===== src/rtl/ps2_scan_receiver_pkg.sv =====
// ps2_pkg: shared PS/2 receiver types and constants
package ps2_pkg;
  typedef enum logic [1:0] {IDLE, DATA, PARITY, STOP} state_t;
  localparam logic [7:0] PS2_BREAK = 8'hF0;
  localparam int FRAME_BITS = 11;
  localparam int DATA_BITS = FRAME_BITS - 3;
endpackage


===== src/rtl/ps2_scan_receiver_line_filter.sv =====
// ps2_line_filter: synchronises the PS/2 pads and debounces ps2_clk into a falling-edge pulse
module ps2_line_filter #(
  parameter int FILTER_LEN = 8
) (
  input  logic i_clk,
  input  logic i_rst_n,
  input  logic i_ps2_clk,
  input  logic i_ps2_data,
  output logic o_data,
  output logic o_fall
);
  logic [1:0] r_clk_sync;
  logic [1:0] r_data_sync;
  logic [FILTER_LEN-1:0] r_shift;
  logic r_level;
  assign o_data = r_data_sync[1];
  always_ff @(posedge i_clk or negedge i_rst_n) begin
    if (!i_rst_n) begin
      r_clk_sync  <= '1;
      r_data_sync <= '1;
      r_shift     <= '1;
      r_level     <= 1'b1;
      o_fall      <= 1'b0;
    end else begin
      r_clk_sync  <= {r_clk_sync[0], i_ps2_clk};
      r_data_sync <= {r_data_sync[0], i_ps2_data};
      r_shift     <= {r_shift[FILTER_LEN-2:0], r_clk_sync[1]};
      // level only moves on a unanimous window, so short glitches are held off
      r_level     <= (r_shift == '0) ? 1'b0 : (&r_shift) ? 1'b1 : r_level;
      o_fall      <= r_level && (r_shift == '0);
    end
  end
endmodule


===== src/rtl/ps2_scan_receiver.sv =====
// ps2_scan_receiver: PS/2 frame receiver delivering checked scan codes with the previous byte
module ps2_scan_receiver
  import ps2_pkg::*;
#(
  parameter int FILTER_LEN     = 8,
  parameter int TIMEOUT_CYCLES = 50000
) (
  input  logic       i_clk,
  input  logic       i_rst_n,
  input  logic       i_ps2_clk,
  input  logic       i_ps2_data,
  output logic [7:0] o_scan_code,
  output logic [7:0] o_data_pre,
  output logic       o_ready,
  output logic       o_parity_err,
  output logic       o_frame_err
);
  localparam int TW = $clog2(TIMEOUT_CYCLES);
  logic w_fall;
  logic w_data;
  state_t r_state;
  logic [2:0] r_bit_cnt;
  logic [7:0] r_shreg;
  logic r_parity;
  logic [TW-1:0] r_timer;
  ps2_line_filter #(.FILTER_LEN(FILTER_LEN)) u_filter (
    .i_clk      (i_clk),
    .i_rst_n    (i_rst_n),
    .i_ps2_clk  (i_ps2_clk),
    .i_ps2_data (i_ps2_data),
    .o_data     (w_data),
    .o_fall     (w_fall)
  );
  always_ff @(posedge i_clk or negedge i_rst_n) begin
    if (!i_rst_n) begin
      r_state      <= IDLE;
      r_bit_cnt    <= '0;
      r_shreg      <= '0;
      r_parity     <= 1'b0;
      r_timer      <= '0;
      o_scan_code  <= '0;
      o_data_pre   <= '0;
      o_ready      <= 1'b0;
      o_parity_err <= 1'b0;
      o_frame_err  <= 1'b0;
    end else begin
      o_ready      <= 1'b0;
      o_parity_err <= 1'b0;
      o_frame_err  <= 1'b0;
      if (w_fall) begin
        r_timer <= '0;
        case (r_state)
          IDLE: begin
            if (!w_data) begin
              r_state   <= DATA;
              r_bit_cnt <= '0;
            end else o_frame_err <= 1'b1;
          end
          DATA: begin
            r_shreg   <= {w_data, r_shreg[7:1]};
            r_bit_cnt <= r_bit_cnt + 3'd1;
            if (r_bit_cnt == 3'(DATA_BITS - 1)) r_state <= PARITY;
          end
          PARITY: begin
            r_parity <= w_data;
            r_state  <= STOP;
          end
          default: begin
            r_state <= IDLE;
            if (!w_data) o_frame_err <= 1'b1;
            else if (^{r_shreg, r_parity}) begin
              o_data_pre  <= o_scan_code;
              o_scan_code <= r_shreg;
              o_ready     <= 1'b1;
            end else o_parity_err <= 1'b1;
          end
        endcase
      end else if (r_state == IDLE) r_timer <= '0;
      else if (r_timer == TW'(TIMEOUT_CYCLES - 1)) begin
        r_state     <= IDLE;
        r_timer     <= '0;
        o_frame_err <= 1'b1;
      end else r_timer <= r_timer + 1'b1;
    end
  end
endmodule


===== config.mk =====
export PLATFORM = sky130hd
export DESIGN_NAME = ps2_scan_receiver
export DESIGN_NICKNAME = d
export VERILOG_FILES = /design/src/rtl/ps2_scan_receiver_pkg.sv /design/src/rtl/ps2_scan_receiver_line_filter.sv /design/src/rtl/ps2_scan_receiver.sv
export SDC_FILE = /design/constraint.sdc
export NUM_CORES = 1
export LEC_CHECK = 0
export ABC_AREA = 0
export CORE_ASPECT_RATIO = 1.2
export CORE_UTILIZATION = 40
export DETAILED_ROUTE_END_ITERATION = 8
export HOLD_SLACK_MARGIN = 0.06
export SETUP_SLACK_MARGIN = 0.5
export SLEW_MARGIN = 5
export SYNTH_ARGS = -nofsm -noshare
export SYNTH_HDL_FRONTEND = slang
export SYNTH_HIERARCHICAL = 1
export SYNTH_SLANG_ARGS = --single-unit

===== constraint.sdc =====
create_clock -name i_clk -period 2 [get_ports i_clk]
set_clock_uncertainty 0.05 [all_clocks]
set_input_delay 0.4 -clock i_clk [delete_from_list [all_inputs] [get_ports i_clk]]
set_output_delay 0.4 -clock i_clk [all_outputs]
set_load 0.005 [all_outputs]

## Yosys cells after proc, flatten, opt, wreduce, memory -nomap -nowiden

Index checks and enable logic that the tools add are counted.

| word-level totals | value |
|---|---|
| register bits after elaboration | 63 |
| bits of input ports | 4 |
| output and inout port bits | 19 |
| logic and storage cells | 67 |

| operators by class | value |
|---|---|
| add/subtract/negate cells | 2 |
| equality and inequality tests | 7 |
| muxes and demuxes | 27 |
| bitwise operators | 1 |
| reduce and logical (&&, ||, !) cells | 15 |

Operators with widths:

| operator | count |
|---|---|
| two-way mux 16 bit | 3 |
| adder 16 x 1 -> 16 bit (second input constant) | 1 |
| == test 16 bit (second input constant) | 1 |
| two-way mux 1 bit | 15 |
| two-way mux 2 bit | 5 |
| parity 9 bit | 1 |
| zero test 8 bit | 1 |
| AND reduction 4 bit | 2 |
| AND reduction 8 bit | 1 |
| case mux 2 bit (3 select lines) | 1 |
| case mux 3 bit (2 select lines) | 1 |
| nonzero test 2 bit | 3 |
| AND reduction 2 bit | 2 |
| adder 3 x 1 -> 3 bit (second input constant) | 1 |
| == test 3 bit (second input constant) | 1 |
| two-way mux 3 bit | 1 |
| inequality test 3 bit (second input constant) | 1 |
| AND reduction 3 bit | 1 |
| OR reduction 3 bit | 1 |
| == test 2 x 1 -> 1 bit (second input constant) | 1 |
| == test 2 bit (second input constant) | 1 |
| zero test 2 bit | 1 |
| inequality test 2 x 1 -> 1 bit (second input constant) | 1 |
| inequality test 2 bit (second input constant) | 1 |
| other kinds (4) | 4 |

## Logic depth before layout (Yosys ltp)

| depth | value |
|---|---|
| depth after elaboration | 5 |
| mapped depth | 6 |
| mapped depth without buffers | 6 |

## Modules after synthesis

The synthesis kept the hierarchy.

By module, submodules not included:

| module | instances | cells an instance | area each (µm²) | seq. area each (µm²) |
|---|---|---|---|---|
| ps2_scan_receiver | 1 | 181 | 2268.4 | 1226.2 |
| ps2_line_filter | 1 | 23 | 426.7 | 366.6 |

## Worst setup path after synthesis

OpenSTA, ideal clock, no wires.

| path | value |
|---|---|
| kind | register to register |
| start | register r_shreg[2] |
| end | register o_data_pre[0] |
| setup time | 125 ps |
| arrival | 1857 ps |
| data required time | 1825 ps |
| setup slack | -32 ps |
| cell stages (with the launch flop) | 7 |
| buffers on the path | 1 |
| clock period less this slack | 2032 ps |
| cell sequence | dfrtp_1 xnor2_1 xnor2_1 xnor2_2 mux2i_4 buf_8 mux2_4 |

| between the ends | value |
|---|---|
| word-level cells in the longest chain between the ends | 2 |

Ends and longest elaborated chain:

| element | RTL line | source |
|---|---|---|
| start, declared | ps2_scan_receiver.sv:23 | `logic [7:0] r_shreg;` |
| start signal, assigned | ps2_scan_receiver.sv:60 | `r_shreg <= {w_data, r_shreg[7:1]};` |
| parity 9 bit | ps2_scan_receiver.sv:71 | `else if (^{r_shreg, r_parity}) begin` |
| AND reduction 4 bit (no line) | n/a |  |
| end signal, assigned | ps2_scan_receiver.sv:72 | `o_data_pre <= o_scan_code;` |
| end, declared | ps2_scan_receiver.sv:13 | `output logic [7:0] o_data_pre,` |

Every way passes these cells.
A chain may end at the register's enable or synchronous reset.

## Worst setup path in the final report

| path | value |
|---|---|
| start | register r_shreg[5] |
| end | register o_scan_code[3] |

| between the ends | value |
|---|---|
| word-level cells in the longest chain between the ends | 2 |

Ends and longest elaborated chain:

| element | RTL line | source |
|---|---|---|
| parity 9 bit | ps2_scan_receiver.sv:71 |  |
| AND reduction 4 bit (no line) | n/a |  |
| end signal, assigned | ps2_scan_receiver.sv:73 | `o_scan_code <= r_shreg;` |
| end, declared | ps2_scan_receiver.sv:12 | `output logic [7:0] o_scan_code,` |

Every way passes these cells.

==> metrics.md <==
| Metric | Value |
|---|---|
| Static Leakage | `1.814 nW` |
| CTS tree | `done` |
| Overflow left after global routing | `0` |
| Syn Nets | `216` |
| Die Ht | `91.92 um` |
| Dpl ws | `0.007251 ns` |
| WL/cell | `13.70 um` |
| Peak VDD IR | `387.6 uV` |
| Final setup viols | `0` |
| Mapped Cells | `204` |
| Slew margin rel. | `0.6710` |
| Die ar. | `7071 um2` |
| Fin crit period | `1.977 ns` |
| First-iteration detailed-routing DRC count | `62` |
| Layout net count | `295` |
| R2r setup slk | `0.02 ns` |
| Clk sink count | `63` |
| DRT Pass-1 Iters | `4` |
| Synth unique cells | `33` |
| Arrival time worst endpoint | `2.15 ns` |
| Fin cells | `373` |
| Status | `complete, no violations` |
| CP Class | `reg -> reg` |
| Ports | `23` |
| Final hold violation count | `0` |
| TritonCTS Buffers | `9` |
| Clk_lat worst skew | `0.34 ns` |
| Worst-case clock buffer depth | `2` |
| Vias post-DR | `1841` |
| Post-DRT Antenna Nets | `0` |
| Post-DR vias/cell | `4.936` |
| Main combinational cell family by area after synthesis | `multiplexers` |
| Mean Syn Cell Area | `13.21 um2` |
| Mapped cell area | `2695 um2` |
| Worst hold path type | `reg -> reg` |
| First-pass GRT wire length | `8.293 mm` |
| Port Buf Inserts | `22` |
| Worst Path Required | `2.17 ns` |
| Worst Setup End Kind | `flip-flop` |
| Post-synthesis sequential area ratio | `0.5910` |
| Synthesis-to-finish area growth | `41.18%` |
| Largest net degree at the start of global routing | `30` |
| Total track usage | `0.1535` |
| Fin area | `3805 um2` |
| Max FO, Critical Path | `16` |
| Initial Util | `0.4155` |
| Placed cell count | `320` |
| Share of layout cells above drive strength 1 | `0.4722` |
| Max-Cap Viols | `0` |
| Compound-Gate Fraction of Synth Area | `0.04225` |
| Synth Warn # | `6` |
| Placement Cell Area | `3127 um2` |
| Post-Synth Adder-Cell Area | `0.03714` |
| Mux contribution to synthesized area | `0.1249` |
| R2R depth | `6` |
| Post-Synth Simple-Gate Area | `0.1230` |
| Via count of the first global-routing pass | `1779` |
| Slew Viols, Final | `0` |
| Initial antenna violation count | `0` |
| Power Density | `632.3 nW/um2` |
| Final WS setup | `0.02280 ns` |
| Final Wtd Congestion | `0.7766` |
| CTS Root Cell | `clkbuf_8` |
| Seq cells post-synth | `63` |
| CP Launch Type | `flip-flop` |
| DRC | `0` |
| Fmax | `0.5058 GHz` |
| Fin crit share | `0.9886` |
| RSZ-0062 raised after global routing | `true` |
| Power Total | `2.406 mW` |
| Clock-pin slew on the worst setup and hold paths | `0.07 ns` |
| Hold Path Depth | `0` |
| Die span in x | `76.93 um` |
| Final HPWL DP | `2.962 mm` |
| Worst slew pin tran | `0.4935 ns` |
| Final wirelength | `5.110 mm` |
| H-tree depth | `3` |
| Site Rows | `32` |
| Antenna cells | `0` |
| XOR/XNOR share of the synthesized area | `0.06778` |
| Core Region | `6486 um2` |
| Fin Hold WS | `0.3078 ns` |
==> stage by stage <==
| stage | TNS, ns | util |
|---|---|---|
| after detailed placement | 0 | 0.4821 |
| after global placement | 0 | 0.4821 |
| final | 0 | 0.5866 |
| after floorplan | -0.2895 | - |
| after CTS | 0 | 0.5557 |
| after global routing | -0.1718 | 0.5866 |
==> flip-flops by register name (all words and copies together) (netlist names), 2 cells and up <==
signal and flops:
r_state 2, r_shreg 8, r_timer 16, r_bit_cnt 3, o_scan_code 8, u_filter/r_clk_sync 2, u_filter/r_shift 8, u_filter/r_data_sync 2
o_data_pre 8
==> kinds of logic (layout without fill, tap and decap cells) <==
family          after synthesis  after routing
buf+inv                       7             91
xor+xnor                     20             20
simple gates                 63             63
flops                        63             63
compound gates               17             17
mux                          26             26
fa+ha+maj                     8              8
==> path summary, 6_finish.rpt <==
kind | end | start
worst max register to register | o_scan_code[3] | r_shreg[5]
worst max-delay path | o_scan_code[3] | r_shreg[5]
worst min register to register | u_filter/r_clk_sync[1] | u_filter/r_clk_sync[0]
min in group asynchronous | o_scan_code[1] | i_rst_n
max in group asynchronous | r_timer[3] | i_rst_n
worst min-delay path | u_filter/r_clk_sync[1] | u_filter/r_clk_sync[0]
==> placed cells by master (no fill, tap or decap), types with 3 or more instances in the layout <==
master,synthesis,routed
and3_1,5,4
buf_12,0,3
buf_4,0,40
buf_6,0,5
clkbuf_8,0,9
clkinv_4,0,3
dfrtp_1,50,47
dfrtp_2,0,3
dfstp_2,13,13
dlygate4sd2_1,0,19
ha_1,8,5
ha_4,0,3
inv_4,0,3
mux2_2,15,11
mux2_4,9,13
nand2_1,12,9
nand3_1,7,6
nand4_1,6,6
nor2_1,19,18
o21ai_0,7,4
xnor2_1,10,6
xnor2_2,1,5
xor2_1,9,9
==> worst max-delay path: stages, from the launching register on <==
cell and delay (ns):
dfrtp_1 0.39, xnor2_1 0.14, xnor2_1 0.27, xnor2_2 0.19, mux2i_4 0.29, buf_12 0.19
mux2_2 0.34
==> report_power, final <==
group,switching [mW],leakage [nW],internal (mW)
combinational,0.0362,0.882,0.0204
clock,0.512,0.102,0.527
sequential,0.0103,0.830,1.30
total,0.558,1.81,1.85
==> metal layers <==
layer / vias up / wire length, um / GRT usage
met3: 12 / 135 / 0.02985
met2: 29 / 2629 / 0.2493
met1: 922 / 2237 / 0.1868
met5: - / 0 / 0
met4: 0 / 108 / 0.09615
li1: 878 / - / -
==> area by class of cell <==
| class | count | area [um2] |
|---|---|---|
| Sequential cell | 63 | 1597 |
| Clock inverter | 6 | 42.54 |
| Fill cell | 554 | 2681 |
| Tap cell | 85 | 106.4 |
| Multi-Input combinational cell | 134 | 1272 |
| Timing Repair Buffer | 71 | 618.1 |
| Clock buffer | 10 | 148.9 |
| Inverter | 4 | 20.02 |
==> Yosys cell counts (all sizes together) <==
cell	n	share of area
and3	5	0.012
nand3	7	0.013
nor4bb	2	0.0074
nand2b	1	0.0023
buf	1	0.0056
or3	2	0.0046
a41oi	1	0.0033
nand2	12	0.017
mux2i	2	0.012
xor2	9	0.029
o21a	1	0.0028
o21ai	7	0.013
and2	1	0.0023
dfstp	13	0.13
nor3	3	0.0056
xnor2	11	0.039
inv	4	0.0056
o211ai	1	0.0028
nor2	19	0.026
o31ai	1	0.0028
dfrtp	50	0.46
a22o	2	0.0065
and4	3	0.0098
mux2	24	0.11
nor4	2	0.0093
a21oi	2	0.0037
clkbuf	2	0.0028
nand4	6	0.014
ha	8	0.037
a32o	2	0.0074
==> repair_timing <==
item / 4_1_cts / 5_1_grt
setup endpoints to repair: 57 / 45
resized for setup: 40 / 29
setup buffers: 26 / 10
endpoints found under the hold margin: 19 / 0
pin swaps: 16 / 12
hold buffers: 1 / 0
No activity file was read; power rests on OpenSTA's default activity.
